File: src/rtl/y_demux4_router_pkg.sv
// Shared constants for the 1-to-4 demux router.
// Channel count, select width and default counter width.
package y_demux4_router_pkg;

  localparam int CH_COUNT  = 4;
  localparam int SEL_W     = 2;
  localparam int CNT_W_DEF = 8;

endpackage

File: src/rtl/y_chan_reg.sv
// One-entry valid/ready holding register with routed-word counter.
// Ports: clk, rst_n, load/in_data in; out_ready in; out_data/out_valid/out_cnt out.
module y_chan_reg #(
  parameter int SIZE  = 32,
  parameter int CNT_W = 8
) (
  input  logic             clk,
  input  logic             rst_n,
  input  logic             load,
  input  logic [SIZE-1:0]  in_data,
  input  logic             out_ready,
  output logic [SIZE-1:0]  out_data,
  output logic             out_valid,
  output logic [CNT_W-1:0] out_cnt
);

  logic drain;

  assign drain = out_valid & out_ready;

  // load wins over drain so a word can
  // replace the drained one on the same edge
  always_ff @(posedge clk or negedge rst_n) begin
    if (!rst_n) begin
      out_data  <= '0;
      out_valid <= 1'b0;
    end else if (load) begin
      out_data  <= in_data;
      out_valid <= 1'b1;
    end else if (drain) begin
      out_valid <= 1'b0;
    end
  end

  // wraps modulo 2^CNT_W
  always_ff @(posedge clk or negedge rst_n) begin
    if (!rst_n) begin
      out_cnt <= '0;
    end else if (load) begin
      out_cnt <= out_cnt + CNT_W'(1);
    end
  end

endmodule

File: src/rtl/y_demux4_router.sv
// Registered 1-to-4 demux router with per-channel valid/ready and counters.
// Ports: in_data/in_sel/in_valid/in_ready upstream; out_* flattened per channel.
module y_demux4_router
  import y_demux4_router_pkg::*;
#(
  parameter int SIZE  = 32,
  parameter int CNT_W = CNT_W_DEF
) (
  input  logic                      clk,
  input  logic                      rst_n,
  input  logic [SIZE-1:0]           in_data,
  input  logic [SEL_W-1:0]          in_sel,
  input  logic                      in_valid,
  output logic                      in_ready,
  output logic [CH_COUNT*SIZE-1:0]  out_data,
  output logic [CH_COUNT-1:0]       out_valid,
  input  logic [CH_COUNT-1:0]       out_ready,
  output logic [CH_COUNT*CNT_W-1:0] out_cnt
);

  logic                sel_free;
  logic                accept;
  logic [CH_COUNT-1:0] load;

  // only the addressed channel can stall the input
  assign sel_free = ~out_valid[in_sel] | out_ready[in_sel];
  assign in_ready = rst_n & sel_free;
  assign accept   = in_valid & in_ready;

  always_comb begin
    load = '0;
    unique case (in_sel)
      2'd0: load[0] = accept;
      2'd1: load[1] = accept;
      2'd2: load[2] = accept;
      2'd3: load[3] = accept;
      default: load = '0;
    endcase
  end

  for (genvar k = 0; k < CH_COUNT; k++) begin : g_ch
    y_chan_reg #(
      .SIZE  (SIZE),
      .CNT_W (CNT_W)
    ) u_ch (
      .clk       (clk),
      .rst_n     (rst_n),
      .load      (load[k]),
      .in_data   (in_data),
      .out_ready (out_ready[k]),
      .out_data  (out_data[k*SIZE +: SIZE]),
      .out_valid (out_valid[k]),
      .out_cnt   (out_cnt[k*CNT_W +: CNT_W])
    );
  end

endmodule

File: config.mk
export PLATFORM = sky130hd
export DESIGN_NAME = y_demux4_router
export DESIGN_NICKNAME = d
export VERILOG_FILES = /design/src/rtl/y_demux4_router_pkg.sv /design/src/rtl/y_chan_reg.sv /design/src/rtl/y_demux4_router.sv
export SDC_FILE = /design/constraint.sdc
export NUM_CORES = 1
export LEC_CHECK = 0
export ABC_AREA = 0
export BUFFER_PORTS_ARGS = -buffer_cell sky130_fd_sc_hd__clkbuf_2
export CAP_MARGIN = 30
export CORE_MARGIN = 2
export CORE_UTILIZATION = 45
export DETAILED_ROUTE_END_ITERATION = 6
export PLACE_DENSITY = 0.77
export SETUP_SLACK_MARGIN = 0.2
export SLEW_MARGIN = 40
export SYNTH_ARGS = -nofsm -noshare
export SYNTH_HDL_FRONTEND = slang
export SYNTH_SLANG_ARGS = --single-unit
File: constraint.sdc
create_clock -name clk -period 4.25 [get_ports clk]
set_input_delay 0.2125 -clock clk [delete_from_list [all_inputs] [get_ports clk]]
set_output_delay 0.2125 -clock clk [all_outputs]
set_load 0.005 [all_outputs]
Yosys cells after proc, flatten, opt, wreduce, memory -nomap -nowiden. Index checks and enable logic that the tools add are counted.

Reductions and logical operators: 5. Eq/ne operators: 3. Div/mod/pow operators: 0. Bitwise gates (word level): 8. $mul: 0. Mux-type cells: 16. Shift-type cells: 0. Add/sub/neg operators: 4. Magnitude comparators: 1.

Operators with widths (count): $add A8 B1 Y8 const B (4); $mux W1 (14); $reduce_bool A2 Y1 (4); $and A1 B1 Y1 (6); $bmux W1 S2 (2); $eq A2 B2 Y1 const B (2); $lt A2 B3 Y1 const B (1); $eq A2 B1 Y1 const B (1); $logic_not A2 Y1 (1); $not A1 Y1 (1); $or A1 B1 Y1 (1).

Bits in latches: 0. Output and inout port bits: 165. Flip-flop bits (word level): 164. Bits of input ports: 41. Memories kept: 0. Bits in read-only memories: 0. Memory bits (writable): 0.

Longest topological paths before layout.
Word-level depth: 8. Gate-level depth with buffers: 7. Depth with buffers taken out: 4.

Hierarchy. Synthesis repeated with hierarchy kept, for this count alone.

Cells, all modules: 405. Area total of the unflattened synthesis: 6363.6 um^2.

By module, submodules not included: y_chan_reg (cells each 97, instances 4, sequential area each 1026.0 um^2, area an instance 1565.3 um^2); y_demux4_router (cells each 17, instances 1, sequential area each 0.0 um^2, area an instance 102.6 um^2).

Least setup slack after synthesis. No wires, ideal clock.

Kind: register to register. Start: reg g_ch[2].u_ch.out_valid. End: reg g_ch[2].u_ch.out_data[10]. Slack: 2.696 ns. Cell stages (with the launch flop): 5. Path buffers: 1. Clock period less this slack: 1.554 ns. Required time: 4.125 ns. Arrival: 1.429 ns. Cell sequence: dfrtp_1 > nor2b_1 > nor3_4 > buf_6 > mux2_2.

Cells in the longest elaborated chain, start to end: 7.

Ends and longest elaborated chain: start, declared (line y_chan_reg.sv:13) `output logic out_valid,`; start signal, assigned (line y_chan_reg.sv:26) `out_valid <= 1'b0;`; start signal, assigned (line y_chan_reg.sv:29) `out_valid <= 1'b1;`; start signal, assigned (line y_chan_reg.sv:31) `out_valid <= 1'b0;`; $bmux W1 S2 (line y_demux4_router.sv:26) `assign sel_free = ~out_valid[in_sel] | out_ready[in_sel];`; $mux W1 (not written as such) (line y_demux4_router.sv:26); $not A1 Y1 (line y_demux4_router.sv:26); $or A1 B1 Y1 (line y_demux4_router.sv:26); $and A1 B1 Y1 (line y_demux4_router.sv:27) `assign in_ready = rst_n & sel_free;`; $and A1 B1 Y1 (line y_demux4_router.sv:28) `assign accept = in_valid & in_ready;`; $mux W1 (line y_demux4_router.sv:32) `unique case (in_sel)`; end signal, assigned (line y_chan_reg.sv:28) `out_data <= in_data;`; end, declared (line y_chan_reg.sv:12) `output logic [SIZE-1:0] out_data,`.

Every way passes these cells. The select of a mux whose other input is x is not followed. A chain may end at the register's enable or synchronous reset.

Final worst setup path.
Start: in rst_n. End: reg g_ch[3].u_ch.out_data[30].

Cells in the longest elaborated chain, start to end: 3.

Ends and longest elaborated chain: start, declared (line y_demux4_router.sv:10) `input logic rst_n,`; $and A1 B1 Y1 (line y_demux4_router.sv:27); $and A1 B1 Y1 (line y_demux4_router.sv:28); $mux W1 (line y_demux4_router.sv:32); end signal, assigned (line y_chan_reg.sv:28); end, declared (line y_chan_reg.sv:12).

Every way passes these cells.

==> summary.md <==
| Metric | Value |
|---|---|
| Status | `completed` |
| Drt drc | `0` |
| Crit end category | `flop` |
| Min Tclk post-route | `2.23 ns` |
| Synth top area cells | `dfrtp_1, nand2_1, mux2_2` |
| CP Data Arrival Time | `2.58 ns` |
| Pin count of the biggest net entering global routing | `72` |
| Worst slew pin tran | `between 0.8 and 0.9 ns` |
| Die area | `0.0153 mm2` |
| Initial antenna violation count | `0` |
| Setup_tns | `0 ns` |
| Fin area | `0.00827 mm2` |
| Pins Over Slew Limit | `0` |
| Initial Util | `46.3%` |
| Layout cells sized above 1 | `41.2%` |
| Worst Clk Skew | `0.00804 ns` |
| Final HPWL from detailed placement | `10200 um` |
| Final Worst Setup Slack | `2.02 ns` |
| Cell Area, Placed | `0.00759 mm2` |
| Critical Path Fanout Max | `35` |
| Worst stage delay on the critical path | `0.69 ns` |
| Final Hold Fails | `0` |
| Worst slew margin | `46.6%` |
| CP delay by family, top | `buffers and inverters` |
| Global-route wire length before repair | `22900 um` |
| R2R cell count | `5` |
| Placer congestion estimate | `0.788` |
| Post-synth top cells | `nand2_1, dfrtp_1, mux2_2, xnor2_1, nand3_1` |
| CP Launch Type | `primary input` |
| Worst hold stages | `3` |
| Number of H-tree levels | `4` |
| Initial DRT Pass Iterations | `4` |
| P_int | `3.42 mW` |
| Vias in the first global route | `4486` |
| Row count | `43` |
| Syn Inst Count | `548` |
| Share of total power in combinational logic | `about 18%` |
| Via Count | `4652` |
| First-iteration detailed-routing DRC count | `261` |
| Area grow syn2layout | `28.3%` |
| P_sw | `1.21 mW` |
| Fill count | `1165` |
| Critical path's slowest cell | `and3_1` |
| Top cell type by total area after synthesis | `dfrtp_1` |
| Io pins | `206` |
| Worst Setup SP | `rst_n` |
| Leakage | `4.36 nW` |
| HP Class | `primary input to flop` |
| Sw Share | `26.1%` |
| Core area | `between 0.01 and 0.015 mm2` |
| Yosys top cell area share | `63.7%` |
| Yosys warns | `0` |
| Fin util | `59.4%` |
| Max-cap violations | `0` |
| CP Capture Point | `g_ch[3].u_ch.out_data[30]` |
| Synth async-reset ratio | `100%` |
| Syn nets | `593` |
| Clock power frac | `between 30% and 40%` |
| Total Power | `4.63 mW` |
| Crit path buffers/inverters | `3` |
| Drt via density | `4.92` |
| Stages on the worst setup path | `7` |
| CTS tree | `yes` |
| Seq pwr share | `45.7%` |
| I/O Buffers | `205` |
| Die span in x | `124 um` |
| Library cells used by synthesis | `32` |
| Clock Tree Buf Depth | `2` |
| Most frequent cell after synthesis | `nand2_1` |
| Remaining global-route overflow | `0` |
| Clk root buf | `clkbuf_16` |
| DR WL/cell | `15.5 um` |
| Synth Flop Type | `dfrtp_1` |
| R2R Path End | `g_ch[3].u_ch.out_data[30]` |
| R2R setup slack | `~2.4 ns` |
| Tot GR Track Use | `between 10% and 20%` |
| CP cell instances | `dlygate4sd3_1 -> buf_6 -> and3_2 -> and3_1 -> buf_4 -> nand2_1 -> nand2_1` |
| CP Class | `primary input to flop` |
| Insertion delay to the later sink of the worst-skew pair | `0.42 ns` |
| CTS buffer count | `17` |
| Postcts setup bufs | `0` |
| Fmax | `0.448 GHz` |
| Sequential share of the synthesized area | `a little under two thirds` |
| RSZ-0062 raised after global routing | `false` |
| Post-Place Worst Slack | `2.14 ns` |
| Sink Count | `~160` |
| Most used cell, CP | `nand2_1` |
| Die Ht | `roughly 120 um` |
| Post-route ant nets | `0` |
| Final worst path period share | `52.5%` |
| Diodes inserted | `0` |
| Setup Viol. Count Final | `0` |
| Peak VDD IR | `0.286 mV` |
| Worst R2R Start | `g_ch[3].u_ch.out_valid` |
| Final WL | `14700 um` |
| Clock transition at path regs | `0.06 ns` |
| Mean Syn Cell Area | `11.8 um2` |
| FF+latch count, synth | `164` |
| Pwr dens | `559 mW/mm2` |
| Number of nets in the layout | `approximately 800` |
| Post-synth EDFFs | `0` |
| Worst path required time | `~4.6 ns` |
| Syn Std Cell Area | `0.00644 mm2` |
final cells by class:
cell class | count | area, um2 | share of cell area (%)
clock buffer | 22 | 484 | 5.85
clock inverter | 8 | 171 | 2.07
multi-input combinational | 358 | 2180 | 26.4
sequential | 164 | 4100 | 49.6
tap | 180 | 225 | 2.72
timing repair buffer | 213 | 1100 | 13.3
sequential cells by signal, indices dropped and copies added, names as in the netlist:
| signal | count |
|---|---|
| g_ch.u_ch.out_cnt | 32 |
| g_ch.u_ch.out_data | 128 |
| g_ch.u_ch.out_valid | 4 |
stage by stage:
| stage | hold WS, ns | std cells |
|---|---|---|
| finish | 0.0306 | 945 |
| detailed placement | 0.110 | 914 |
| global placement | 0.111 | 914 |
| global route | 0.0252 | 945 |
| CTS | 0.0145 | 945 |
| floorplan | -0.0831 | 548 |
per-layer routing:
layer / part of all wire [%] / global-route usage, %
met4: 2.9 / 9.66
met2: 50 / 32.8
met1: 41 / 24.3
met3: 5.5 / 4.76
met5: 0 / 0
worst reg2reg max path: stages (launching register included):
cell and delay (ns):
dfrtp_1 0.38, nand2b_1 0.17, and3_1 0.72, buf_4 0.39
nand2_1 0.09, nand2_1 0.07
cells in the final DEF (no fill, tap or decap), drive strengths merged, types with 2 or more instances in the layout:
cell and instances:
dfrtp 164, nand4 8, nand2b 3, and4 4, and2 2, nor2b 2
xnor2 20, mux2 66, clkbuf 226, bufinv 5, nand2 211, buf 8
nor3 5, and3 4, nand3 11, ha 4, xor2 8
power groups by stage:
stage | clock network (mW) | registers (mW) | logic, mW
finish | 1.68 | 2.12 | 0.826
global route | 1.78 | 2.16 | 0.927
CTS | 1.71 | 2.12 | 0.842
detailed placement | 0 | 2.14 | 0.837
global placement | 0 | 2.13 | 0.816
floorplan | 0 | 2.14 | 0.331
repair_timing:
action	CTS	global route
endpoints found under the setup margin	0	0
hold buffers	1	0
endpoints found under the hold margin	28	0
gates resized for setup	0	0
worst min path at each step:
| stage | from | endpoint | slack, ns |
|---|---|---|---|
| 2_1_floorplan | rst_n | g_ch[0].u_ch.out_cnt[0] | -0.08 |
| 4_1_cts | in_data[21] | g_ch[3].u_ch.out_data[21] | 0.01 |
| 5_1_grt | in_data[26] | g_ch[0].u_ch.out_data[26] | 0.03 |
| 3_3_place_gp | rst_n | g_ch[1].u_ch.out_cnt[3] | 0.11 |
| 6_report | in_data[19] | g_ch[0].u_ch.out_data[19] | 0.03 |
| 3_5_place_dp | rst_n | g_ch[1].u_ch.out_cnt[0] | 0.11 |
kinds of logic (layout without fill, tap and decap cells):
| family | after synthesis | count (layout) | share of synthesized area (%) |
|---|---|---|---|
| mux | 67 | 67 | 11.7 |
| fa+ha+maj | 4 | 4 | 0.777 |
| buf+inv | 26 | 243 | 2.60 |
| compound gates | 3 | 3 | 0.291 |
| flops | 164 | 164 | 63.7 |
| simple gates | 256 | 256 | 17.2 |
| xor+xnor | 28 | 28 | 3.81 |
(Power assumes the default switching activity.)
